--- src/rtl/alu_cmp_arbiter.sv ---
// Two-requester front end for one shared 32-bit compare unit: round-robin grant,
// IDLE/EXEC/HOLD sequencing and a held mask/flag result over valid/ready.
module alu_cmp_arbiter #(
  parameter int WIDTH = 32
) (
  input  logic             clk,
  input  logic             rst,
  input  logic             req0_valid,
  output logic             req0_ready,
  input  logic [1:0]       req0_op,
  input  logic [WIDTH-1:0] req0_a,
  input  logic [WIDTH-1:0] req0_b,
  input  logic             req1_valid,
  output logic             req1_ready,
  input  logic [1:0]       req1_op,
  input  logic [WIDTH-1:0] req1_a,
  input  logic [WIDTH-1:0] req1_b,
  output logic             res_valid,
  input  logic             res_ready,
  output logic             res_id,
  output logic [WIDTH-1:0] res_out,
  output logic             res_flag,
  output logic             busy
);

  typedef enum logic [1:0] {
    IDLE = 2'd0,
    EXEC = 2'd1,
    HOLD = 2'd2
  } state_e;

  state_e           state_q, state_d;
  logic [1:0]       op_q, op_d;
  logic [WIDTH-1:0] a_q, a_d, b_q, b_d;
  logic             ptr_q, ptr_d;
  logic             res_valid_q, res_valid_d;
  logic             res_id_q, res_id_d;
  logic [WIDTH-1:0] res_out_q, res_out_d;
  logic             res_flag_q, res_flag_d;
  logic             gnt0_s, gnt1_s, cmp_s;

  // Round-robin grant; ptr names the requester that wins a tie.
  always_comb begin
    gnt0_s = 1'b0;
    gnt1_s = 1'b0;
    if (!rst && state_q == IDLE) begin
      if (req0_valid && req1_valid) begin
        gnt0_s = ~ptr_q;
        gnt1_s = ptr_q;
      end else begin
        gnt0_s = req0_valid;
        gnt1_s = req1_valid;
      end
    end else begin
      gnt0_s = 1'b0;
      gnt1_s = 1'b0;
    end
  end

  // Compare on the latched operands only.
  always_comb begin
    cmp_s = 1'b0;
    case (op_q)
      2'b00:   cmp_s = (a_q >= b_q);
      2'b01:   cmp_s = (a_q < b_q);
      2'b10:   cmp_s = (a_q == b_q);
      2'b11:   cmp_s = ($signed(a_q) >= $signed(b_q));
      default: cmp_s = 1'b0;
    endcase
  end

  // Next-state and datapath update for the accept/execute/hold sequence.
  always_comb begin
    state_d     = state_q;
    ptr_d       = ptr_q;
    op_d        = op_q;
    a_d         = a_q;
    b_d         = b_q;
    res_valid_d = res_valid_q;
    res_id_d    = res_id_q;
    res_out_d   = res_out_q;
    res_flag_d  = res_flag_q;
    case (state_q)
      IDLE: begin
        if (gnt0_s) begin
          op_d     = req0_op;
          a_d      = req0_a;
          b_d      = req0_b;
          res_id_d = 1'b0;
          state_d  = EXEC;
        end else if (gnt1_s) begin
          op_d     = req1_op;
          a_d      = req1_a;
          b_d      = req1_b;
          res_id_d = 1'b1;
          state_d  = EXEC;
        end else begin
          state_d = IDLE;
        end
      end
      EXEC: begin
        res_out_d   = cmp_s ? {WIDTH{1'b1}} : {WIDTH{1'b0}};
        res_flag_d  = ~cmp_s;
        res_valid_d = 1'b1;
        state_d     = HOLD;
      end
      HOLD: begin
        // The requester just served drops to lower priority.
        if (res_ready) begin
          res_valid_d = 1'b0;
          ptr_d       = ~res_id_q;
          state_d     = IDLE;
        end else begin
          state_d = HOLD;
        end
      end
      default: state_d = IDLE;
    endcase
  end

  // State and result registers with synchronous reset.
  always_ff @(posedge clk) begin
    if (rst) begin
      state_q     <= IDLE;
      ptr_q       <= 1'b0;
      op_q        <= 2'b00;
      a_q         <= {WIDTH{1'b0}};
      b_q         <= {WIDTH{1'b0}};
      res_valid_q <= 1'b0;
      res_id_q    <= 1'b0;
      res_out_q   <= {WIDTH{1'b0}};
      res_flag_q  <= 1'b1;
    end else begin
      state_q     <= state_d;
      ptr_q       <= ptr_d;
      op_q        <= op_d;
      a_q         <= a_d;
      b_q         <= b_d;
      res_valid_q <= res_valid_d;
      res_id_q    <= res_id_d;
      res_out_q   <= res_out_d;
      res_flag_q  <= res_flag_d;
    end
  end

  assign req0_ready = gnt0_s;
  assign req1_ready = gnt1_s;
  assign res_valid  = res_valid_q;
  assign res_id     = res_id_q;
  assign res_out    = res_out_q;
  assign res_flag   = res_flag_q;
  assign busy       = (state_q != IDLE);

endmodule

--- config.mk ---
export PLATFORM = sky130hd
export DESIGN_NAME = alu_cmp_arbiter
export DESIGN_NICKNAME = d
export VERILOG_FILES = /design/src/rtl/alu_cmp_arbiter.sv
export SDC_FILE = /design/constraint.sdc
export NUM_CORES = 1
export LEC_CHECK = 0
export CORE_MARGIN = 8
export CORE_UTILIZATION = 40
export DETAILED_ROUTE_END_ITERATION = 6
export HOLD_SLACK_MARGIN = 0.08
export PLACE_DENSITY = 0.77
export SLEW_MARGIN = 20
export SYNTH_ARGS = -nofsm -noshare
export SYNTH_HDL_FRONTEND = slang
export SYNTH_SLANG_ARGS = --single-unit
--- constraint.sdc ---
create_clock -name clk -period 2.7 [get_ports clk]
set_input_delay 0.54 -clock clk [delete_from_list [all_inputs] [get_ports clk]]
set_output_delay 0.54 -clock clk [all_outputs]
set_load 0.005 [all_outputs]
==> impl_summary.txt, run 1 <==
----------------------------------------------------
[Logic synthesis]
  Cell area after synthesis ... 4180 µm²
  EDFF count, synth ... 0
  Total nets after synthesis ... 719
  Portion of synthesized cell area occupied by the leading cell type ... 0.350
  Mean cell area of the mapped netlist ... between 7 and 8 µm²
  Dominant synthesized flop cell ... dfxtp_1
  Yosys warning total ... 0
  Unique masters post-synth ... 40
  Post-synth top area cell ... dfxtp_1
  Sequential cell area fraction in the yosys report ... 0.350
  Register bit total from synthesis ... 73
  Mapped Cells ... 550
  Cells taking the most area after synthesis ... dfxtp_1, a311oi_1, nand2_1, ha_1, nor2_1
  Asr flop ratio synth ... 0

[Layout]
  Final antenna diode count ... 0
  Non-filler instance count after layout ... 814
  Area added between synthesis and finish ... 41.5%
  Final core utilization ... 0.578
  Total number of nets in the final design ... 842
  Share of post-route cells with drive strength above 1 ... 0.0413
  Non-Filler Cell Area, Final ... 5910 µm²

[Setup path]
  Family with the most delay on the worst path ... buffers and inverters
  Chain of cells forming the critical path ... or2_1 > nor2_2 > nand3_4 > inv_1 > clkdlybuf4s50_1
  Critical path data arrival time ... 1.82 ns
  Delay of the slowest cell on the worst path ... ~0.5 ns
  Critical R2R Launch ... b_q[23]
  Largest fanout on the critical path ... 5
  Worst Path Class, Setup ... flop to primary output
  Required time at the worst-slack endpoint ... about 2.2 ns
  Slack of the worst reg-to-reg path ... roughly 0.51 ns
  CP Launch Type ... flop
  Slowest stage cell on the critical path ... clkdlybuf4s50_1
  Worst path bufs/invs ... 2
  Critical R2R Capture ... res_flag
  Number of cell instances on the worst register-to-register path ... 8
  Type of element capturing the critical path ... primary output

[Timing]
  Slew margin rel. ... 0.517
  Max-slew violations ... 0
  Fin. Hold Viols ... 0
  Worst slew pin tran ... 0.725 ns
  Clock Skew ... 0.0107 ns
  Summed negative setup slack over all endpoints ... 0 ns
  Final setup violation count ... 0
  Time the worst path needs with I/O delays and setup ... 2.36 ns
  RSZ-0062 raised after global routing ... no
  Maximum clock frequency ... 423 MHz
  Final Cycle Share ... 0.875

[Die]
  DIE AREA ... 14000 µm²
  Die height ... 118 µm
  Top-Level Pins ... about 180
  Width of the die ... 118 µm
  Number of placement rows ... 37
  Initial Utilization ... 0.409
  Core footprint ... 10200 µm²

[Clock tree]
  CTS Buf Count ... 9
  Clock tree from TritonCTS ... built
  Deepest level of the CTS H-tree ... 3
  CTS Buffer Depth ... 2
  Clock latency on the worst-skew pair ... 0.34 ns
  Register clock-pin slew on the reported worst setup and hold paths ... 0.07 ns
  Post CTS Setup Buffer Count ... 0
  Clock net sink count ... 73
  Quantity of hold-fixing buffers added after cts ... 0
  Root cell of the clock tree ... clkbuf_8
  Count of instances resized after the clock tree is built ... 0

[Min path]
  Worst hold start ... a_q[0]
  Worst Hold Path Cells ... 2
  Sink of the worst hold path ... a_q[0]
  Type of the worst min-delay path ... flop to flop

[Power]
  Worst VDD drop ... 0.000269 V
  Power consumption ... 3.04 mW
  Pleak ... 2.21 nW
  Power density of the placed cells ... between 500 and 600 nW/µm²

[Place]
  Global placer's final weighted congestion ... 0.801
  Cell Count Post-Placement ... 798
  Post-DP HPWL ... 8930 µm
  Post-placement cell area ... 5740 µm²
  Number of I/O port buffers ... 174

[Detailed routing]
  Average detailed-routed wire length per instance ... 14.6 µm
  Total via count in the routed design ... 4129
  First-iteration detailed-routing DRC count ... 161
  Number of search-and-repair iterations in the first detailed-routing pass ... 4
  Post-Route WL ... 11900 µm
  Remaining DRCs ... 0
  Post-detailed-route via-to-cell ratio ... 5.07
  Antenna-violating nets left ... 0

[GRT]
  Pin count of the biggest net entering global routing ... 134
  Total gr overflow ... 0
  Overall routing resource usage ... 0.167
  Wire length of the first global-routing pass ... 19900 µm
  Antenna violations before repair ... 0
  Via count of the first global-routing pass ... 4151

[Status]
  Run status ... finished clean

[Job]
  Reported max-cap violation count ... 0

----------------------------------------------------
==> layout make-up <==
cell class,count,area [µm²]
Clock buffer,13,159
Clock inverter,3,15.0
Fill cell,955,4320
Inverter,37,139
Multi-Input combinational cell,373,2180
Sequential cell,73,1460
Tap cell,136,170
Timing Repair Buffer,179,1790
==> cells in the final DEF (no fill, tap or decap), types with 2 or more instances in the layout <==
| master | n |
|---|---|
| clkdlybuf4s50_1 | 173 |
| nand2_1 | 141 |
| nor2_1 | 73 |
| dfxtp_1 | 73 |
| a311oi_1 | 66 |
| inv_1 | 36 |
| ha_1 | 32 |
| a21oi_1 | 15 |
| clkbuf_8 | 11 |
| nand4_1 | 7 |
| o21ai_0 | 4 |
| buf_4 | 4 |
| nand3_1 | 3 |
| nor3_1 | 3 |
| clkinv_2 | 3 |
| nand2b_1 | 2 |
| a21oi_2 | 2 |
| a21boi_0 | 2 |
| nor2b_1 | 2 |
| nor4_1 | 2 |
| clkbuf_1 | 2 |
==> worst min-delay path, cell delays in order (launching register included) <==
cell      delay [ns]
dfxtp_1         0.31
nand2_1         0.05
a311oi_1        0.08
==> flip-flops by register name, indices dropped and copies added, names as in the netlist <==
name,count
a_q,32
b_q,32
op_q,2
ptr_q,1
res_flag,1
res_id,1
res_out,1
res_valid,1
state_q,2
==> metal layers <==
layer  GRT usage  routed length, µm
met2       0.279               5520
met5           0                  0
met1       0.200               5480
met4      0.0665                247
met3      0.0424                676
==> where the power goes <==
group / total, mW / internal (mW) / switching [mW]
clock network: 0.768 / 0.381 / 0.387
registers: 1.25 / 1.19 / 0.0647
logic: 1.01 / 0.575 / 0.439
==> cells in the mapped netlist (3+ instances only) <==
library cell,count
nand2_1,141
dfxtp_1,73
nor2_1,73
a311oi_1,66
inv_1,36
ha_1,32
buf_4,31
clkbuf_1,20
a21oi_1,15
buf_2,11
nand4_1,7
o21ai_0,4
buf_6,3
nand3_1,3
nor3_1,3
==> logic make-up (layout without fill, tap and decap cells) <==
| logic type | count (synthesis) | in the layout | share of synthesized area |
|---|---|---|---|
| AOI/OAI and AO/OA | 101 | 101 | 0.192 |
| buffers and inverters | 104 | 232 | 0.130 |
| and+or+nand+nor | 240 | 240 | 0.233 |
| DFF | 73 | 73 | 0.350 |
| adders and majority gates | 32 | 32 | 0.0958 |
==> worst max path at each step <==
stage,cells after the start,end,slack (ns),startpoint
4_1_cts,5,req0_ready,0.31,state_q[1]
2_1_floorplan,8,res_flag,0.72,b_q[5]
6_report,5,req0_ready,0.34,state_q[1]
3_5_place_dp,7,b_q[16],0.29,req0_valid
5_1_grt,5,req0_ready,0.23,state_q[1]
3_3_place_gp,7,b_q[16],0.37,req0_valid
==> through the flow <==
stage	hold slack [ns]	setup WS [ns]
floorplan	0.458	0.720
finish	0.487	0.339
detailed placement	0.477	0.287
global route	0.498	0.230
global placement	0.471	0.366
CTS	0.477	0.308
No activity file was read; power rests on OpenSTA's default activity.
==> inputs of run 2 (changes only) <==
- CAP_MARGIN: default -> 20
- HOLD_SLACK_MARGIN: 0.08 -> default
==> results of run 2 <==
No change in the layout: final DEF, timing and power equal those of run 1.
